===== src/rtl/cpu_defs.sv =====
// cpu_defs: shared pipeline constants, stall-bit indices and control FSM encoding
`timescale 1ns/1ps
package cpu_defs;
    localparam logic [31:0] EXC_VECTOR = 32'hBFC0_0380;
    localparam logic [31:0] ERET_CODE  = 32'h0000_000E;
    localparam int STALL_PC    = 0;
    localparam int STALL_IFID  = 1;
    localparam int STALL_IDEX  = 2;
    localparam int STALL_EXMEM = 3;
    typedef enum logic [1:0] {IDLE, WAIT_FETCH, REDIRECT} ctrl_state_t;
endpackage


===== src/rtl/stall_counter.sv =====
// stall_counter: 32-bit saturating event counter with synchronous preload
//   clock_i, reset_i : clock, async active-high reset (clears count)
//   en               : count one event this cycle
//   load, load_value : preload the count (wins over en)
//   count            : current value, sticks at all-ones
`timescale 1ns/1ps
module stall_counter (
    input  logic        clock_i,
    input  logic        reset_i,
    input  logic        en,
    input  logic        load,
    input  logic [31:0] load_value,
    output logic [31:0] count
);
    always_ff @(posedge clock_i or posedge reset_i) begin
        if (reset_i) count <= '0;
        else if (load) count <= load_value;
        else if (en && count != '1) count <= count + 32'd1;
    end
endmodule


===== src/rtl/pipeline_ctrl.sv =====
// pipeline_ctrl: stall/bubble merge, exception flush and deferred PC redirect
//   clock_i, reset_i        : clock, async active-high reset
//   stallreq_*_i            : per-stage stall requests (if, id, ex, mem)
//   exception_i/_type_i     : MEM-stage exception or ERET, cause code
//   epc_i                   : return address used for ERET
//   fetch_busy_i            : instruction fetch still outstanding on AXI
//   stall_o, bubble_o       : per-register hold and NOP-insert vectors
//   flush_o                 : clear all pipeline registers
//   redirect_valid_o/_pc_o  : one-cycle PC load strobe and target
//   discard_fetch_o         : drop the in-flight fetch response
//   stall_cycles_o          : saturating count of stalled cycles
`timescale 1ns/1ps
module pipeline_ctrl #(
    parameter logic [31:0] EXC_VECTOR = cpu_defs::EXC_VECTOR,
    parameter logic [31:0] ERET_CODE  = cpu_defs::ERET_CODE
) (
    input  logic        clock_i,
    input  logic        reset_i,
    input  logic        stallreq_if_i,
    input  logic        stallreq_id_i,
    input  logic        stallreq_ex_i,
    input  logic        stallreq_mem_i,
    input  logic        exception_i,
    input  logic [31:0] exception_type_i,
    input  logic [31:0] epc_i,
    input  logic        fetch_busy_i,
    output logic [3:0]  stall_o,
    output logic [3:0]  bubble_o,
    output logic        flush_o,
    output logic        redirect_valid_o,
    output logic [31:0] redirect_pc_o,
    output logic        discard_fetch_o,
    output logic [31:0] stall_cycles_o
);
    cpu_defs::ctrl_state_t state;
    logic [3:0]  stall_raw;
    logic        cnt_load;
    logic [31:0] cnt_load_value;
    // Preload hook of the perf counter, unused in normal operation
    assign cnt_load       = 1'b0;
    assign cnt_load_value = '0;
    always_comb begin
        stall_raw = '0;
        stall_raw[cpu_defs::STALL_EXMEM] = stallreq_mem_i;
        stall_raw[cpu_defs::STALL_IDEX]  = stallreq_mem_i | stallreq_ex_i;
        stall_raw[cpu_defs::STALL_IFID]  = stallreq_mem_i | stallreq_ex_i | stallreq_id_i;
        // PC is frozen while the stale fetch drains, so no new fetch is issued
        stall_raw[cpu_defs::STALL_PC]    = stallreq_mem_i | stallreq_ex_i | stallreq_id_i
                                         | stallreq_if_i | (state == cpu_defs::WAIT_FETCH);
        stall_o  = reset_i ? 4'b0000 : stall_raw;
        bubble_o = {stall_o[3], stall_o[2] & ~stall_o[3], stall_o[1] & ~stall_o[2], stall_o[0] & ~stall_o[1]};
        flush_o  = ~reset_i & exception_i & (state == cpu_defs::IDLE);
    end
    always_ff @(posedge clock_i or posedge reset_i) begin
        if (reset_i) begin
            state            <= cpu_defs::IDLE;
            redirect_valid_o <= 1'b0;
            redirect_pc_o    <= '0;
            discard_fetch_o  <= 1'b0;
        end else begin
            case (state)
                cpu_defs::IDLE: if (exception_i) begin
                    redirect_pc_o    <= (exception_type_i == ERET_CODE) ? epc_i : EXC_VECTOR;
                    state            <= fetch_busy_i ? cpu_defs::WAIT_FETCH : cpu_defs::REDIRECT;
                    redirect_valid_o <= ~fetch_busy_i;
                    discard_fetch_o  <= fetch_busy_i;
                end
                cpu_defs::WAIT_FETCH: if (!fetch_busy_i) begin
                    state            <= cpu_defs::REDIRECT;
                    redirect_valid_o <= 1'b1;
                    discard_fetch_o  <= 1'b0;
                end
                cpu_defs::REDIRECT: begin
                    state            <= cpu_defs::IDLE;
                    redirect_valid_o <= 1'b0;
                end
                default: state <= cpu_defs::IDLE;
            endcase
        end
    end
    stall_counter u_cnt (
        .clock_i    (clock_i),
        .reset_i    (reset_i),
        .en         (|stall_o),
        .load       (cnt_load),
        .load_value (cnt_load_value),
        .count      (stall_cycles_o)
    );
endmodule


===== config.mk =====
export PLATFORM = sky130hd
export DESIGN_NAME = pipeline_ctrl
export DESIGN_NICKNAME = d
export VERILOG_FILES = /design/src/rtl/cpu_defs.sv /design/src/rtl/stall_counter.sv /design/src/rtl/pipeline_ctrl.sv
export SDC_FILE = /design/constraint.sdc
export NUM_CORES = 1
export LEC_CHECK = 0
export ABC_AREA = 1
export CORE_MARGIN = 3
export CORE_UTILIZATION = 50
export DETAILED_ROUTE_END_ITERATION = 10
export PLACE_DENSITY = 0.9
export SYNTH_ARGS = -nofsm -noshare
export SYNTH_HDL_FRONTEND = slang
export SYNTH_HIERARCHICAL = 1
export SYNTH_SLANG_ARGS = --single-unit

===== constraint.sdc =====
create_clock -name clock_i -period 3.6 [get_ports clock_i]
set_input_delay 0.36 -clock clock_i [delete_from_list [all_inputs] [get_ports clock_i]]
set_output_delay 0.36 -clock clock_i [all_outputs]
set_load 0.05 [all_outputs]

==> results.py, run 1 <==
metrics = {
    "timing": {
        "drv_slew": 0,
        "post-route-period-util_pct": 68.4,
        "setup_violations": 0,
        "skew_ns": 0.0102,
        "fmax_mhz": 406,
        "hold_viol_final": 0,
        "slew_headroom_pct": 53.2,
        "fin_crit_ns": 2.46,
        "worstMarginPinSlew_ns": 0.700,
        "rsz0062_at_grt": "false",
        "finalSetupTns_ns": 0,
    },
    "final_layout": {
        "synthToLayoutAreaGrowth_pct": 42.7,
        "utilization_pct": 74.4,
        "fillerInstances": 638,
        "fin_cells": 958,
        "seq_area_um2": 1700,
        "final_cell_area_um2": 6170,
        "drive_above_1_share_pct": 3.63,
        "diodes": 0,
        "nNetsFinal": 924,
        "multi_input_comb_area_um2": 2410,
    },
    "worst_setup_path": {
        "crit_start": "stallreq_mem_i",
        "crit_buf_inv": 3,
        "path_cells": "clkdlybuf4s50_1, nor2_1, a21oi_1, nand2_1, inv_1, clkdlybuf4s50_1",
        "cp.required_ns": 3.24,
        "critPathSlowestCell": "clkdlybuf4s50_1",
        "reg2reg_slack_ns": 1.32,
        "rr_worst_depth": 11,
        "cp_max_fo": 5,
        "reg2reg_to": "u_cnt/count[5]",
        "rr_startpoint": "u_cnt/count[0]",
        "crit_top_cell": "clkdlybuf4s50_1",
        "critPathArrivalTime_ns": 2.10,
        "cp_top_family": "buffers and inverters",
        "critical_path_depth": 6,
        "critPathKind": "in -> out",
        "start_kind": "input pin",
        "max_stage_delay_ns": 0.82,
        "critPathCapture": "bubble_o[1]",
        "end_kind": "output port",
    },
    "global_route": {
        "grt_pass1_vias": 4675,
        "grt_max_degree": 55,
        "grt_use_total_pct": 27.2,
        "grt_pass1_wl_um": 21500,
        "antenna_found_initial": 0,
        "grt_overflow_total": 0,
    },
    "logic_synthesis": {
        "synth_top_flop_cell": "dfrtp_1",
        "ys_async_sr_fraction_pct": 100,
        "synth_area_leaders": "dfrtp_1, nand2_1, nor2_1",
        "ys_seq_area_share_pct": 39.3,
        "synth-edff-count": 0,
        "synth_cell_types": 31,
        "synth_top_area_share_pct": 39.3,
        "synth_cells": 676,
        "yosysMostFrequentCell": "nand2_1",
        "yosysTopAreaCell": "dfrtp_1",
        "syn_avg_cell_area_um2": 6.40,
        "syn_area_um2": 4330,
        "synth_seq_cells": 68,
        "ys_top_cells_by_count": "nand2_1, nor2_1, dfrtp_1, inv_1, nand3_1",
        "yosysWarnings": 6,
    },
    "die": {
        "start_util_pct": 52.1,
        "die_h_um": 99.0,
        "ios": 147,
        "dieArea_um2": 9800,
        "coreArea_um2": 8300,
        "rows": 33,
        "die_w_um": 99.0,
    },
    "clocking": {
        "cts_resized": 0,
        "cts_made_buffers": 9,
        "insertion_delay_ns": 0.36,
        "clk_pin_slew_ns": 0.08,
        "cts_buffer_depth": 2,
        "h-tree-depth": 3,
        "cts_hold_buffers": 0,
        "cts_tree": "built",
        "cts-root-buf": "clkbuf_8",
        "clock_sinks": 68,
        "post_cts_buffers": 0,
    },
    "run_status": {
        "status": "completed",
    },
    "power_and_ir_drop": {
        "vdd_drop_max_uv": 199,
        "p_leak_nw": 2.86,
        "p_total_mw": 2.45,
        "powerDensity_nw_per_um2": 396,
    },
    "place": {
        "gp_congestion": 0.898,
        "port_buffers": 146,
        "dp_cells": 942,
        "dp_hpwl_um": 9790,
        "placed_area_um2": 5960,
    },
    "route": {
        "avgRoutedWirePerCell_um": 13.5,
        "drtAntennaViolNets": 0,
        "route.vias.total": 4794,
        "first_pass_iters": 7,
        "drcViolationCount": 0,
        "drt_iter0_drc": 227,
        "totalWireLength_um": 12900,
        "viasPerCell": 5.00,
    },
    "min_path": {
        "hp-start": "redirect_pc_o[18]",
        "hold_path_class": "reg -> reg",
    },
    "run": {
        "cap_violations": 0,
    },
}
logic make-up (layout without fill, tap and decap cells):
family	count (synthesis)	after routing	share of synthesized area [%]
xor+xnor	4	4	0.810
flops	68	68	39.3
fa+ha+maj	4	4	1.16
simple gates	492	492	46.8
compound gates	31	31	4.02
other cells	1	33	0.0867
buf+inv	76	221	7.75
where the power goes:
group          total, mW  internal, mW  leakage, nW  switching (mW)
sequential         0.914         0.827        0.826          0.0871
combinational      0.831         0.298         1.93           0.533
clock              0.702         0.387        0.109           0.314
layer usage:
layer / GRT usage, % / vias to the layer above / routed length, µm
li1: - / 2388 / -
met1: 31.2 / 2159 / 4870
met2: 48.6 / 219 / 6800
met3: 6.23 / 28 / 938
met4: 11.4 / 0 / 340
met5: 0 / - / 0
area by class of cell:
cell class,count,share of cell area [%]
Multi-Input combinational cell,564,39.0
Sequential cell,68,27.6
Timing Repair Buffer,149,24.4
Inverter,56,3.43
Tap cell,105,2.13
Clock buffer,9,2.01
Clock inverter,7,1.48
stage by stage:
step                      setup slack, ns  hold slack, ns
final                                1.14           0.487
after global routing                 1.07           0.516
after CTS                            1.14           0.492
after detailed placement             1.14           0.472
after global placement               1.21           0.461
after floorplan                      1.15           0.476
worst register-to-register path, delay by kind of cell (launching register included):
family | cells | cell delay [ns]
DFF | 1 | 0.47
and+or+nand+nor | 9 | 1.33
adders and majority gates | 1 | 0.23
buffers and inverters | 1 | 0.19
state kept, by name (all words and copies together) (netlist names):
signal	cells
discard_fetch_o	1
redirect_pc_o	32
redirect_valid_o	1
state	2
u_cnt/count	32
placed cells by master, fill, tap and decap left out, drive strengths merged, types with 9 or more instances in the layout:
master / n
nand2: 292
clkdlybuf4s50: 144
nor2: 130
dfrtp: 68
inv: 54
nand3: 50
conb: 33
a21oi: 15
nand3b: 14
clkbuf: 9
o21ai: 9
worst min path at each step:
stage	end	slack, ns	cells after the start
finish	redirect_pc_o[18]	0.49	2
global route	redirect_pc_o[12]	0.52	2
CTS	redirect_pc_o[18]	0.49	2
detailed placement	redirect_pc_o[12]	0.47	2
global placement	redirect_pc_o[10]	0.46	2
floorplan	u_cnt/count[0]	0.48	1
Power figures use the tool's default switching activity.
==> run 2: changes to the inputs <==
--- a/config.mk
+++ b/config.mk
@@ -7,9 +7,9 @@
 export LEC_CHECK = 0
 export ABC_AREA = 1
 export CORE_MARGIN = 3
-export CORE_UTILIZATION = 50
+export CORE_UTILIZATION = 46
 export DETAILED_ROUTE_END_ITERATION = 10
-export PLACE_DENSITY = 0.9
+export PLACE_DENSITY = 0.84
 export SYNTH_ARGS = -nofsm -noshare
 export SYNTH_HDL_FRONTEND = slang
 export SYNTH_HIERARCHICAL = 1
==> constraint.sdc (replaced) <==
create_clock -name clock_i -period 2.6 [get_ports clock_i]
set_input_delay 0.26 -clock clock_i [delete_from_list [all_inputs] [get_ports clock_i]]
set_output_delay 0.26 -clock clock_i [all_outputs]
set_load 0.05 [all_outputs]
==> run 2 against run 1 <==
Effect of this change:
- power up 42%
- register-to-register slack worse by 1.0 ns
- die area increased by 8.2%
- clock power rose by 44%
- sequential share of layout area fell by 0.22 points
- sequential power grew 39%
- core utilization is 4.7 points lower
- design area rose by 0.79%
- non-clock buffer count is 3 higher
- clock-buffer cell count rose by 4
- combinational power up 43%
==> results.py, run 2 (synthesis results as in run 1) <==
metrics = {
    "power_and_ir_drop": {
        "clkPwrFrac_pct": 29.2,
        "p_leak_nw": 2.89,
        "powerDensity_nw_per_um2": 557,
        "vdd_drop_max_uv": 403,
        "p_total_mw": 3.46,
        "p_seq_share_pct": 36.5,
        "switchingPower_mw": 1.29,
        "combPwrFrac_pct": 34.3,
        "intPower_mw": 2.17,
        "swShare_pct": 37.3,
    },
    "die": {
        "coreArea_um2": 8930,
        "ios": 147,
        "die_h_um": 103,
        "die_w_um": 103,
        "start_util_pct": 48.4,
        "rows": 34,
        "dieArea_um2": 10600,
    },
    "route": {
        "route.vias.total": 4827,
        "first_pass_iters": 5,
        "avgRoutedWirePerCell_um": 13.7,
        "totalWireLength_um": 13200,
        "viasPerCell": 5.01,
        "drt_iter0_drc": 193,
        "drcViolationCount": 0,
        "drtAntennaViolNets": 0,
    },
    "final_layout": {
        "drive_above_1_share_pct": 3.86,
        "synthToLayoutAreaGrowth_pct": 43.8,
        "seq_area_um2": 1700,
        "final_common_cell": "nand2_1",
        "fillerInstances": 726,
        "largestRegisters": "redirect_pc_o: 32 flops, u_cnt/count: 32 flops, state: 2 flops",
        "layout_common_cells": "nand2_1, clkdlybuf4s50_1, nor2_1",
        "multi_input_comb_area_um2": 2410,
        "nNetsFinal": 927,
        "diodes": 0,
    },
    "worst_setup_path": {
        "critPathKind": "reg -> reg",
        "rr_worst_depth": 11,
        "cp.required_ns": 2.87,
        "cp_max_fo": 18,
        "end_kind": "register",
        "critPathArrivalTime_ns": 2.59,
        "start_kind": "register",
    },
    "clocking": {
        "cts_hold_buffers": 0,
        "post_cts_buffers": 0,
        "clk_pin_slew_ns": 0.08,
        "cts_resized": 0,
        "cts-root-buf": "clkbuf_8",
        "cts_tree": "built",
        "cts_buffer_depth": 2,
        "insertion_delay_ns": 0.34,
        "cts_made_buffers": 9,
        "h-tree-depth": 3,
        "clock_sinks": 68,
    },
    "timing": {
        "post-route-period-util_pct": 89.0,
        "hold_viol_final": 0,
        "setup_slack_ns": 0.286,
        "drv_slew": 0,
        "worstMarginPinSlew_ns": 0.560,
        "hold_slack_ns": 0.490,
        "fin_crit_ns": 2.31,
        "slew_headroom_pct": 62.6,
        "fmax_mhz": 432,
        "finalSetupTns_ns": 0,
        "skew_ns": 0.00931,
        "setup_violations": 0,
        "rsz0062_at_grt": "false",
    },
    "place": {
        "port_buffers": 146,
        "dp_hpwl_um": 9900,
        "gp_congestion": 0.920,
        "dp_slack_ns": 0.254,
    },
    "run": {
        "cap_violations": 0,
    },
    "global_route": {
        "grt_overflow_total": 0,
        "grt_pass1_vias": 4630,
        "grt_use_total_pct": 25.6,
        "grt_pass1_wl_um": 21600,
        "grt_max_degree": 37,
        "antenna_found_initial": 0,
    },
    "run_status": {
        "status": "completed",
    },
    "min_path": {
        "hold_depth": 2,
        "hold_path_class": "reg -> reg",
    },
}
run 2: cell types whose count changed in the layout (fill, tap and decap cells not counted), sizes merged:
cell	delta
buf	+4
clkbuf	+4
clkdlybuf4s50	-1
clkinv	-3
clkinvlp	-1
run 2: critical path, stage by stage, from the launching register on:
cell,delay (ns)
dfrtp_1,0.48
ha_1,0.23
nand2_1,0.09
nor2_2,0.24
nand2_2,0.15
nor2_4,0.21
nand2_2,0.09
nand2_4,0.20
nand2_4,0.18
clkinv_2,0.20
nand2_1,0.08
nand3_1,0.08
run 2: through the flow:
step,cells,util (%),instance area [µm²]
2_1_floorplan,708,-,4450
3_3_place_gp,948,67.1,5990
3_5_place_dp,948,67.1,5990
4_1_cts,964,69.6,6220
5_1_grt,964,69.6,6220
6_report,964,69.6,6220
run 2: cell type report:
| class | count | share of cell area (%) |
|---|---|---|
| tap | 108 | 2.17 |
| clock inverter | 3 | 1.11 |
| multi-input combinational | 564 | 38.7 |
| timing repair buffer | 152 | 24.7 |
| inverter | 56 | 3.40 |
| sequential | 68 | 27.4 |
| clock buffer | 13 | 2.55 |
run 2: worst paths after layout:
check	start	to	slack (ns)
max	u_cnt/count[0]	u_cnt/count[2]	0.29
min	redirect_pc_o[12]	redirect_pc_o[12]	0.49
max in group asynchronous	reset_i	discard_fetch_o	1.72
min reg2reg	redirect_pc_o[12]	redirect_pc_o[12]	0.49
max reg2reg	u_cnt/count[0]	u_cnt/count[2]	0.29
min in group asynchronous	reset_i	u_cnt/count[28]	0.50
run 2: metal layers:
layer | vias up | share of wire (%) | global-route usage [%]
met5 | - | 0 | 0
met4 | 0 | 1.6 | 6.08
met3 | 15 | 9.1 | 8.25
met2 | 205 | 50 | 44.8
met1 | 2208 | 39 | 30.6
li1 | 2399 | - | -
run 2: power by group through the flow:
stage          clock network (mW)  logic, mW  registers (mW)
6_report                     1.01       1.19            1.27
5_1_grt                      1.07       1.29            1.28
4_1_cts                      1.03       1.18            1.27
3_5_place_dp                    0       1.18            1.29
3_3_place_gp                    0       1.16            1.28
2_1_floorplan                   0      0.513            1.52
